File: src/rtl/multicycle_seq.sv
// multicycle_seq: control sequencer for a multicycle processor datapath.
//
// Ports
//   clk          system clock, rising edge
//   rst_n        asynchronous active-low reset
//   instr_index  one-hot decoded instruction (bits 0..30), bit 31 unused
//   z            ALU zero flag, used by beq/bne in EXEC
//   mem_ack      memory completion, honoured only while mem_req=1
//   state        current state encoding
//   mem_req      memory access request
//   mem_we       memory write (store)
//   ir_we        instruction register load strobe
//   pc_we        PC write strobe
//   pc_sel       next-PC source: 0=PC+4, 1=branch, 2=jump, 3=register (jr)
//   rf_we        register file write strobe
//   trap         illegal-instruction indication (sticky until reset)
//   instret      retired instruction count, wraps
//
// state  | meaning
// FETCH  | request instruction word, wait for mem_ack, load IR, PC+4
// DECODE | legality check, jumps resolved here
// EXEC   | ALU step, branch resolution
// MEM    | load/store access, wait for mem_ack
// WB     | register file write, single cycle
// TRAP   | illegal instruction seen, parked until reset
module multicycle_seq (
  input  logic        clk,
  input  logic        rst_n,
  input  logic [31:0] instr_index,
  input  logic        z,
  input  logic        mem_ack,
  output logic [2:0]  state,
  output logic        mem_req,
  output logic        mem_we,
  output logic        ir_we,
  output logic        pc_we,
  output logic [1:0]  pc_sel,
  output logic        rf_we,
  output logic        trap,
  output logic [31:0] instret
);

  typedef enum logic [2:0] {
    S_FETCH  = 3'd0,
    S_DECODE = 3'd1,
    S_EXEC   = 3'd2,
    S_MEM    = 3'd3,
    S_WB     = 3'd4,
    S_TRAP   = 3'd5
  } state_t;

  localparam int B_JR  = 16;
  localparam int B_LW  = 22;
  localparam int B_SW  = 23;
  localparam int B_BEQ = 24;
  localparam int B_BNE = 25;
  localparam int B_J   = 29;
  localparam int B_JAL = 30;

  localparam logic [1:0] SEL_PC4 = 2'd0;
  localparam logic [1:0] SEL_BR  = 2'd1;
  localparam logic [1:0] SEL_JMP = 2'd2;
  localparam logic [1:0] SEL_REG = 2'd3;

  state_t      state_q, state_d;
  // running_q keeps mem_req low while reset is held and releases it on the
  // first clock edge afterwards, so FETCH cannot accept a stale ack.
  logic        running_q;
  logic [31:0] instret_q;
  // Only the classes needed after DECODE are kept: {bne, beq, sw, lw}.
  logic [3:0]  ir_q;
  logic        retire;
  logic        legal;
  logic        taken;
  logic [30:0] instr_low;

  assign instr_low = instr_index[30:0];
  // Exactly one of bits 0..30 set and bit 31 clear.
  assign legal = !instr_index[31] && (instr_low != '0) &&
                 ((instr_low & (instr_low - 31'd1)) == '0);
  assign taken = (ir_q[2] & z) | (ir_q[3] & ~z);

  always_comb begin
    state_d = state_q;
    mem_req = 1'b0;
    mem_we  = 1'b0;
    ir_we   = 1'b0;
    pc_we   = 1'b0;
    pc_sel  = SEL_PC4;
    rf_we   = 1'b0;
    trap    = 1'b0;
    retire  = 1'b0;
    case (state_q)
      S_FETCH: begin
        mem_req = running_q;
        if (running_q && mem_ack) begin
          ir_we   = 1'b1;
          pc_we   = 1'b1;
          pc_sel  = SEL_PC4;
          state_d = S_DECODE;
        end
      end
      S_DECODE: begin
        if (!legal) begin
          state_d = S_TRAP;
        end else if (instr_index[B_J]) begin
          pc_we   = 1'b1;
          pc_sel  = SEL_JMP;
          state_d = S_FETCH;
          retire  = 1'b1;
        end else if (instr_index[B_JR]) begin
          pc_we   = 1'b1;
          pc_sel  = SEL_REG;
          state_d = S_FETCH;
          retire  = 1'b1;
        end else if (instr_index[B_JAL]) begin
          pc_we   = 1'b1;
          pc_sel  = SEL_JMP;
          state_d = S_WB;
        end else begin
          state_d = S_EXEC;
        end
      end
      S_EXEC: begin
        if (ir_q[2] || ir_q[3]) begin
          // pc_sel stays 0 on a not-taken branch so it never shows without pc_we.
          pc_we   = taken;
          pc_sel  = taken ? SEL_BR : SEL_PC4;
          state_d = S_FETCH;
          retire  = 1'b1;
        end else if (ir_q[0] || ir_q[1]) begin
          state_d = S_MEM;
        end else begin
          state_d = S_WB;
        end
      end
      S_MEM: begin
        mem_req = 1'b1;
        mem_we  = ir_q[1];
        if (mem_ack) begin
          if (ir_q[1]) begin
            state_d = S_FETCH;
            retire  = 1'b1;
          end else begin
            state_d = S_WB;
          end
        end
      end
      S_WB: begin
        rf_we   = 1'b1;
        state_d = S_FETCH;
        retire  = 1'b1;
      end
      S_TRAP: begin
        trap = 1'b1;
      end
      default: begin
        // Unused encodings are treated like an illegal instruction.
        state_d = S_TRAP;
      end
    endcase
  end

  always_ff @(posedge clk or negedge rst_n) begin
    if (!rst_n) begin
      state_q   <= S_FETCH;
      running_q <= 1'b0;
      instret_q <= '0;
      ir_q      <= '0;
    end else begin
      running_q <= 1'b1;
      state_q   <= state_d;
      if (state_q == S_DECODE)
        ir_q <= {instr_index[B_BNE], instr_index[B_BEQ],
                 instr_index[B_SW], instr_index[B_LW]};
      if (retire)
        instret_q <= instret_q + 32'd1;
    end
  end

  assign state   = state_q;
  assign instret = instret_q;

endmodule

File: config.mk
export PLATFORM = sky130hd
export DESIGN_NAME = multicycle_seq
export DESIGN_NICKNAME = d
export VERILOG_FILES = /design/src/rtl/multicycle_seq.sv
export SDC_FILE = /design/constraint.sdc
export NUM_CORES = 1
export LEC_CHECK = 0
export ABC_AREA = 1
export BUFFER_PORTS_ARGS = -buffer_cell sky130_fd_sc_hd__clkbuf_2
export CAP_MARGIN = 10
export CORE_AREA = 4 4 122 124
export CTS_BUF_LIST = sky130_fd_sc_hd__clkbuf_8
export DETAILED_ROUTE_END_ITERATION = 7
export DIE_AREA = 0 0 126 128
export REMOVE_ABC_BUFFERS = 1
export SLEW_MARGIN = 20
export SYNTH_ARGS = -nofsm -noshare
export SYNTH_HDL_FRONTEND = slang
export SYNTH_SLANG_ARGS = --single-unit
File: constraint.sdc
create_clock -name clk -period 2.5 [get_ports clk]
set_clock_uncertainty 0.1 [all_clocks]
set_input_delay 0 -clock clk [delete_from_list [all_inputs] [get_ports clk]]
set_output_delay 0 -clock clk [all_outputs]
set_load 0.01 [all_outputs]
== Yosys cells after proc, flatten, opt, wreduce, memory -nomap -nowiden ==
Cells that the tools add are included.

* Logic and storage cells: 65
* Input bits: 36
* Output and inout port bits: 43
* Bits in registers: 40

* Add/sub/neg operators: 2
* Eq/ne operators: 7
* Bitwise logic cells: 6
* Multiplexer cells: 36
* Reductions and logical operators: 10

{| class="wikitable"
|+ Operators with widths
! operator !! number
|-
| $add A32 B1 Y32 const B || 1
|-
| $and A31 B31 Y31 || 1
|-
| $logic_not A31 Y1 || 1
|-
| $reduce_bool A31 Y1 || 1
|-
| $sub A31 B1 Y31 const B || 1
|-
| $mux W3 || 9
|-
| $mux W1 || 18
|-
| $pmux W3 S6 || 1
|-
| $mux W2 || 4
|-
| $eq A3 B2 Y1 const B || 2
|-
| $eq A3 B3 Y1 const B || 2
|-
| $ne A2 B2 Y1 const B || 2
|-
| $pmux W1 S4 || 1
|-
| $pmux W2 S2 || 1
|-
| $eq A3 B1 Y1 const B || 1
|-
| $logic_and A1 B1 Y1 || 3
|-
| $logic_not A3 Y1 || 1
|-
| $pmux W1 S3 || 1
|-
| $reduce_and A3 Y1 || 1
|-
| $and A1 B1 Y1 || 2
|-
| $logic_or A1 B1 Y1 || 2
|-
| $not A1 Y1 || 2
|-
| $pmux W1 S2 || 1
|-
| $logic_not A1 Y1 || 1
|-
| $or A1 B1 Y1 || 1
|}

== Logic depth before layout (Yosys ltp) ==
* Word-level depth: 6
* Mapped depth: 14
* Depth with buffers taken out: 13

== Least setup slack after synthesis ==
No wires, ideal clock.

* Kind: reg-to-reg
* Start: register instret_q[0] (netlist: instret[0])
* End: register instret_q[26] (netlist: instret[26])
* Slack: 0.556 ns
* Data arrival time: 1.727 ns
* Data required time: 2.283 ns
* Cell stages (with the launch flop): 12
* Path buffers: 0
* Setup time: 0.117 ns
* Period minus slack after synthesis: 1.944 ns
* Cells stage by stage: dfrtp_1 > ha_1 > nand3_1 > nor2_1 > inv_1 > nor2_1 > inv_1 > nor2_1 > nand2_1 > xnor2_1 > nand2_1 > nand2_1

* Word-level cells in the longest chain between the ends: 1

{| class="wikitable"
|+ RTL lines
! element !! RTL line !! RTL
|-
| from (decl) || 69 || <nowiki>logic [31:0] instret_q;</nowiki>
|-
| from (signal assigned) || 177 || <nowiki>instret_q <= instret_q + 32'd1;</nowiki>
|-
| $add A32 B1 Y32 || 177 ||
|}

Every way passes these cells.
A chain may end at the register's enable or synchronous reset.

== Worst setup path after layout ==
* Start: input port instr_index[25]
* End: register instret_q[12] (netlist: instret[12])

* Word-level cells in the longest chain between the ends: 6
* Elaborated cells on any way between the ends: 8
* Classes of those cells: 1 x add/sub; 2 x mux; 1 x bitwise; 4 x reduce/logical

{| class="wikitable"
|+ RTL lines
! element !! RTL line !! RTL
|-
| from (decl) || 29 || <nowiki>input logic [31:0] instr_index,</nowiki>
|-
| $sub A31 B1 Y31 || 80 || <nowiki>((instr_low & (instr_low - 31'd1)) == '0);</nowiki>
|-
| $and A31 B31 Y31 || 80 ||
|-
| $logic_not A31 Y1 || 80 ||
|-
| $logic_and A1 B1 Y1 * || 79 || <nowiki>assign legal = !instr_index[31] && (instr_low != '0) &&</nowiki>
|-
| $mux W1 * || 104 || <nowiki>if (!legal) begin</nowiki>
|-
| $pmux W1 S4 * || 93 || <nowiki>case (state_q)</nowiki>
|}

Every way passes the cells marked *; elsewhere a longest branch is shown, timed or not.

==> flow_summary.html <==
<table>
<tr><th>Metric</th><th>Value</th></tr>
<tr><th colspan="2">Floorplan</th></tr>
<tr><td>Die width</td><td>approximately 130 um</td></tr>
<tr><td>Rows</td><td>between 40 and 50</td></tr>
<tr><td>Overall die area</td><td>16130 sq um</td></tr>
<tr><td>Core outline area</td><td>roughly 14000 sq um</td></tr>
<tr><td>Starting utilization of the core area</td><td>24.54%</td></tr>
<tr><td>Die height</td><td>128 um</td></tr>
<tr><td>Number of top-level pins</td><td>79</td></tr>
<tr><th colspan="2">STA</th></tr>
<tr><td>Maximum clock frequency</td><td>441.1 MHz</td></tr>
<tr><td>Hold Vio Cnt, Final</td><td>0</td></tr>
<tr><td>Final worst hold slack</td><td>0.08757 ns</td></tr>
<tr><td>Final critical path time including I/O delays and setup</td><td>around 2.3 ns</td></tr>
<tr><td>Worst max-slew margin expressed relative to the limit</td><td>39.24%</td></tr>
<tr><td>Period utilization</td><td>90.68%</td></tr>
<tr><td>Worst-margin pin slew</td><td>slightly above 0.9 ns</td></tr>
<tr><td>RSZ-0062 raised after global routing</td><td>false</td></tr>
<tr><td>Fin. max-slew vios</td><td>0</td></tr>
<tr><td>Number of endpoints failing setup at the final stage</td><td>0</td></tr>
<tr><th colspan="2">Layout</th></tr>
<tr><td>Area occupied by registers</td><td>1001 sq um</td></tr>
<tr><td># diodes</td><td>0</td></tr>
<tr><td>Ratio of cells with drive above 1 in the final layout</td><td>15.81%</td></tr>
<tr><td>Multi-input combinational cell area</td><td>2161 sq um</td></tr>
<tr><td>Post-route design area</td><td>4146 sq um</td></tr>
<tr><td>Fin nets</td><td>675</td></tr>
<tr><td>Fill count</td><td>1583</td></tr>
<tr><td>Area added between synthesis and finish</td><td>22.70%</td></tr>
<tr><th colspan="2">Worst setup path</th></tr>
<tr><td>Worst EP required</td><td>2.59 ns</td></tr>
<tr><td>Most common cell on crit path</td><td>sky130_fd_sc_hd__nor2_1</td></tr>
<tr><td>Depth of the most critical reg-to-reg path</td><td>11</td></tr>
<tr><td>Worst-path maximum fanout</td><td>32</td></tr>
<tr><td>End point of the critical path</td><td>instret[12]</td></tr>
<tr><td>Worst EP arrival</td><td>between 2 and 2.5 ns</td></tr>
<tr><td>Sequence of cells on the critical path</td><td>dlygate4sd3_1, clkbuf_2, nor2_1, nand2_1, nor2_1, nand2_1, nor2_1, nor2_1, nor2_1, nand3_1, nor2_4, nand3_2, buf_4, nand3_1, nand2_1</td></tr>
<tr><td>Timing startpoint of the critical path</td><td>instr_index[25]</td></tr>
<tr><td>Kind of critical path</td><td>primary input to flop</td></tr>
<tr><td>Register-to-Register Setup Slack</td><td>approximately 0.30 ns</td></tr>
<tr><td>Crit path launch type</td><td>primary input</td></tr>
<tr><td>Worst reg2reg startpoint</td><td>instret[0]</td></tr>
<tr><td>Type of destination of the critical path</td><td>flop</td></tr>
<tr><td>Max stage delay cell, worst path</td><td>sky130_fd_sc_hd__dlygate4sd3_1</td></tr>
<tr><td>Reg2reg end</td><td>instret[26]</td></tr>
<tr><td>Slowest cell delay on critical path</td><td>0.54 ns</td></tr>
<tr><th colspan="2">Logic synthesis</th></tr>
<tr><td>Flip-flop cell with the highest count after synthesis</td><td>sky130_fd_sc_hd__dfrtp_1</td></tr>
<tr><td>Sequential-to-total area share from yosys stat</td><td>between 20 and 30%</td></tr>
<tr><td>Synthesized area</td><td>3379 sq um</td></tr>
<tr><td>Library cell occupying the most area in the post-synthesis netlist</td><td>sky130_fd_sc_hd__dfrtp_1</td></tr>
<tr><td>Number of warnings reported in the yosys synthesis log</td><td>0</td></tr>
<tr><td>Share of the synthesized area in the top cell type</td><td>29.62%</td></tr>
<tr><td>Count of flip-flops with a built-in enable after synthesis</td><td>0</td></tr>
<tr><td>Top cells by instance count after synthesis</td><td>190 x sky130_fd_sc_hd__nand2_1, 104 x sky130_fd_sc_hd__nor2_1, 55 x sky130_fd_sc_hd__nand3_1, 43 x sky130_fd_sc_hd__inv_1, 40 x sky130_fd_sc_hd__dfrtp_1</td></tr>
<tr><td>Cell count after synthesis</td><td>around 550</td></tr>
<tr><td>Avg Cell Area, Syn</td><td>between 6 and 7 sq um</td></tr>
<tr><td>Register bit count reported by yosys</td><td>40</td></tr>
<tr><td>Share of async-settable or async-resettable flops after synthesis</td><td>between 90% and 100%</td></tr>
<tr><td>Count leader, synth</td><td>sky130_fd_sc_hd__nand2_1</td></tr>
<tr><td>Largest cells by area after synthesis</td><td>sky130_fd_sc_hd__dfrtp_1 30%, sky130_fd_sc_hd__nand2_1 21%, sky130_fd_sc_hd__nor2_1 12%, sky130_fd_sc_hd__nand3_1 8.1%, sky130_fd_sc_hd__xor2_1 5.2%</td></tr>
<tr><td>Number of distinct standard cells referenced by the synthesized netlist</td><td>31</td></tr>
<tr><th colspan="2">Placement</th></tr>
<tr><td>Port buffer count</td><td>78</td></tr>
<tr><td>Placed wire-length estimate after detailed placement</td><td>8.070 mm</td></tr>
<tr><td>Final estimated routing congestion in global placement</td><td>a little under 1</td></tr>
<tr><td>Placed Instance Area</td><td>3965 sq um</td></tr>
<tr><th colspan="2">GRT</th></tr>
<tr><td>Pin count of the biggest net entering global routing</td><td>41</td></tr>
<tr><td>First-pass GRT wire length</td><td>roughly 17 mm</td></tr>
<tr><td>Number of antenna violations at the first check in global routing</td><td>0</td></tr>
<tr><td>Via count of the first global-routing pass</td><td>3509</td></tr>
<tr><td>Overflow left after global routing</td><td>0</td></tr>
<tr><td>Aggregate global-route resource usage</td><td>12.53%</td></tr>
<tr><th colspan="2">Outcome</th></tr>
<tr><td>Status</td><td>finished clean</td></tr>
<tr><th colspan="2">Clock network</th></tr>
<tr><td>CTS H-tree depth</td><td>2</td></tr>
<tr><td>Clock tree from TritonCTS</td><td>yes</td></tr>
<tr><td>Maximum clock path buffer count</td><td>2</td></tr>
<tr><td>Number of buffers created by CTS</td><td>5</td></tr>
<tr><td>Clock net sink count</td><td>40</td></tr>
<tr><td>Count of hold buffers inserted by post-cts repair</td><td>6</td></tr>
<tr><td>Root buffer selected by CTS</td><td>sky130_fd_sc_hd__clkbuf_8</td></tr>
<tr><td>Cells resized by post-CTS repair</td><td>0</td></tr>
<tr><td>Post-CTS Setup Bufs</td><td>0</td></tr>
<tr><td>Clock latency on the worst-skew pair</td><td>0.30 ns</td></tr>
<tr><td>Clock transition at the registers of the reported paths</td><td>0.08 ns</td></tr>
<tr><th colspan="2">Drt</th></tr>
<tr><td>First-iteration detailed-routing DRC count</td><td>273</td></tr>
<tr><td>Detailed-route DRC error count</td><td>0</td></tr>
<tr><td>Wire length reported by the detailed router</td><td>10.11 mm</td></tr>
<tr><td>Number of nets with antenna violations after detailed routing</td><td>0</td></tr>
<tr><td>Via count normalized by instance count</td><td>4.696</td></tr>
<tr><td>Average wire per standard cell</td><td>12.34 um</td></tr>
<tr><td>TritonRoute pass-1 iters</td><td>5</td></tr>
<tr><td>Number of vias in the routed layout</td><td>just under 4k</td></tr>
<tr><th colspan="2">Power</th></tr>
<tr><td>Total power</td><td>2.200 mW</td></tr>
<tr><td>Leakage</td><td>2.018 nW</td></tr>
<tr><td>P per Cell Area</td><td>530.5 nW/um^2</td></tr>
<tr><td>Max VDD drop</td><td>0.3509 mV</td></tr>
<tr><th colspan="2">Worst hold path</th></tr>
<tr><td>HP Class</td><td>primary input to flop</td></tr>
<tr><th colspan="2">Flow run</th></tr>
<tr><td>Max-capacitance violation count</td><td>0</td></tr>
</table>
-- worst min-delay path by stage --
stage | from | endpoint | slack (ns) | cells after the start
floorplan | rst_n | instret[0] | -0.40 | 0
global placement | rst_n | instret[5] | 0.12 | 1
detailed placement | rst_n | instret[5] | 0.13 | 1
CTS | instr_index[30] | state[1] | 0.10 | 6
global route | instr_index[30] | state[2] | 0.13 | 5
finish | instr_index[30] | state[2] | 0.09 | 5
-- per-stage QoR --
stage	cells	worst slack, ns	util, %	TNS (ns)
2_1_floorplan	544	-0.3053	-	-9.770
3_3_place_gp	805	0.3497	28.79	0
3_5_place_dp	805	0.3367	28.79	0
4_1_cts	819	0.3075	30.11	0
5_1_grt	819	0.05867	30.11	0
6_report	819	0.2330	30.11	0
-- per-layer routing --
metal  wire, um  GRT usage, %  part of all wire (%)  vias to the layer above
met2       4441         19.44                    44                      138
met5          0             0                     0                        -
met1       4962         18.50                    49                     1745
met3        597         1.750                   5.9                       10
li1           -             -                     -                     1953
met4        108         2.776                   1.1                        0
-- worst max-delay path, delay by kind of cell --
kind                   cells  cell delay [ns]
buffers and inverters      3             0.96
AND/OR/NAND/NOR           12             1.34
-- final cells by class --
type | instances | share of cell area, %
sequential | 40 | 24.14
inverter | 44 | 3.983
multi-input combinational | 460 | 52.11
clock buffer | 6 | 1.992
tap | 180 | 5.431
clock inverter | 2 | 0.9354
timing repair buffer | 87 | 11.41
-- logic make-up (layout without fill, tap and decap cells) --
group,count (synthesis),after routing,synth area share (%)
AND/OR/NAND/NOR,403,403,50.91
buffers and inverters,54,139,6.775
flip-flops,40,40,29.62
XOR/XNOR,30,30,7.775
AO/OA/AOI/OAI,25,25,4.442
adder cells (fa/ha/maj),1,1,0.3702
other,1,1,0.1110
-- flip-flops by register name (all words and copies together), names as in the netlist --
signal and cells:
instret 32, running_q 1, ir_q 4, state 3
-- where the power goes --
| group | switching, mW | leakage (nW) | internal [mW] | total [mW] |
|---|---|---|---|---|
| logic | 0.539 | 1.42 | 0.261 | 0.800 |
| registers | 0.0981 | 0.539 | 0.731 | 0.829 |
| clock network | 0.244 | 0.0614 | 0.327 | 0.570 |
| total | 0.881 | 2.02 | 1.32 | 2.20 |
-- layout by cell type, fill, tap and decap left out --
master / n
sky130_fd_sc_hd__nand3_1: 55
sky130_fd_sc_hd__nor2_1: 104
sky130_fd_sc_hd__nor3_1: 21
sky130_fd_sc_hd__nor2_4: 3
sky130_fd_sc_hd__dfrtp_1: 40
sky130_fd_sc_hd__nand2_1: 190
sky130_fd_sc_hd__nand3_2: 1
sky130_fd_sc_hd__a21o_1: 1
sky130_fd_sc_hd__conb_1: 1
sky130_fd_sc_hd__xor2_1: 20
sky130_fd_sc_hd__nor4_1: 3
sky130_fd_sc_hd__nand2_4: 1
sky130_fd_sc_hd__o211ai_1: 2
sky130_fd_sc_hd__ha_1: 1
sky130_fd_sc_hd__o21ai_0: 10
sky130_fd_sc_hd__inv_1: 43
sky130_fd_sc_hd__buf_2: 1
sky130_fd_sc_hd__a21oi_1: 7
sky130_fd_sc_hd__nand2_2: 2
sky130_fd_sc_hd__nor3b_1: 2
sky130_fd_sc_hd__bufinv_16: 1
sky130_fd_sc_hd__xnor2_1: 10
sky130_fd_sc_hd__a221oi_4: 1
sky130_fd_sc_hd__nand3b_1: 3
sky130_fd_sc_hd__buf_4: 3
sky130_fd_sc_hd__inv_2: 1
sky130_fd_sc_hd__clkbuf_2: 77
sky130_fd_sc_hd__o21bai_1: 1
sky130_fd_sc_hd__o21ai_1: 1
sky130_fd_sc_hd__a21boi_0: 2
sky130_fd_sc_hd__clkbuf_8: 6
sky130_fd_sc_hd__nand4_1: 15
sky130_fd_sc_hd__nor2_2: 3
sky130_fd_sc_hd__dlygate4sd3_1: 6
sky130_fd_sc_hd__clkinv_4: 1
Power figures use the tool's default switching activity.
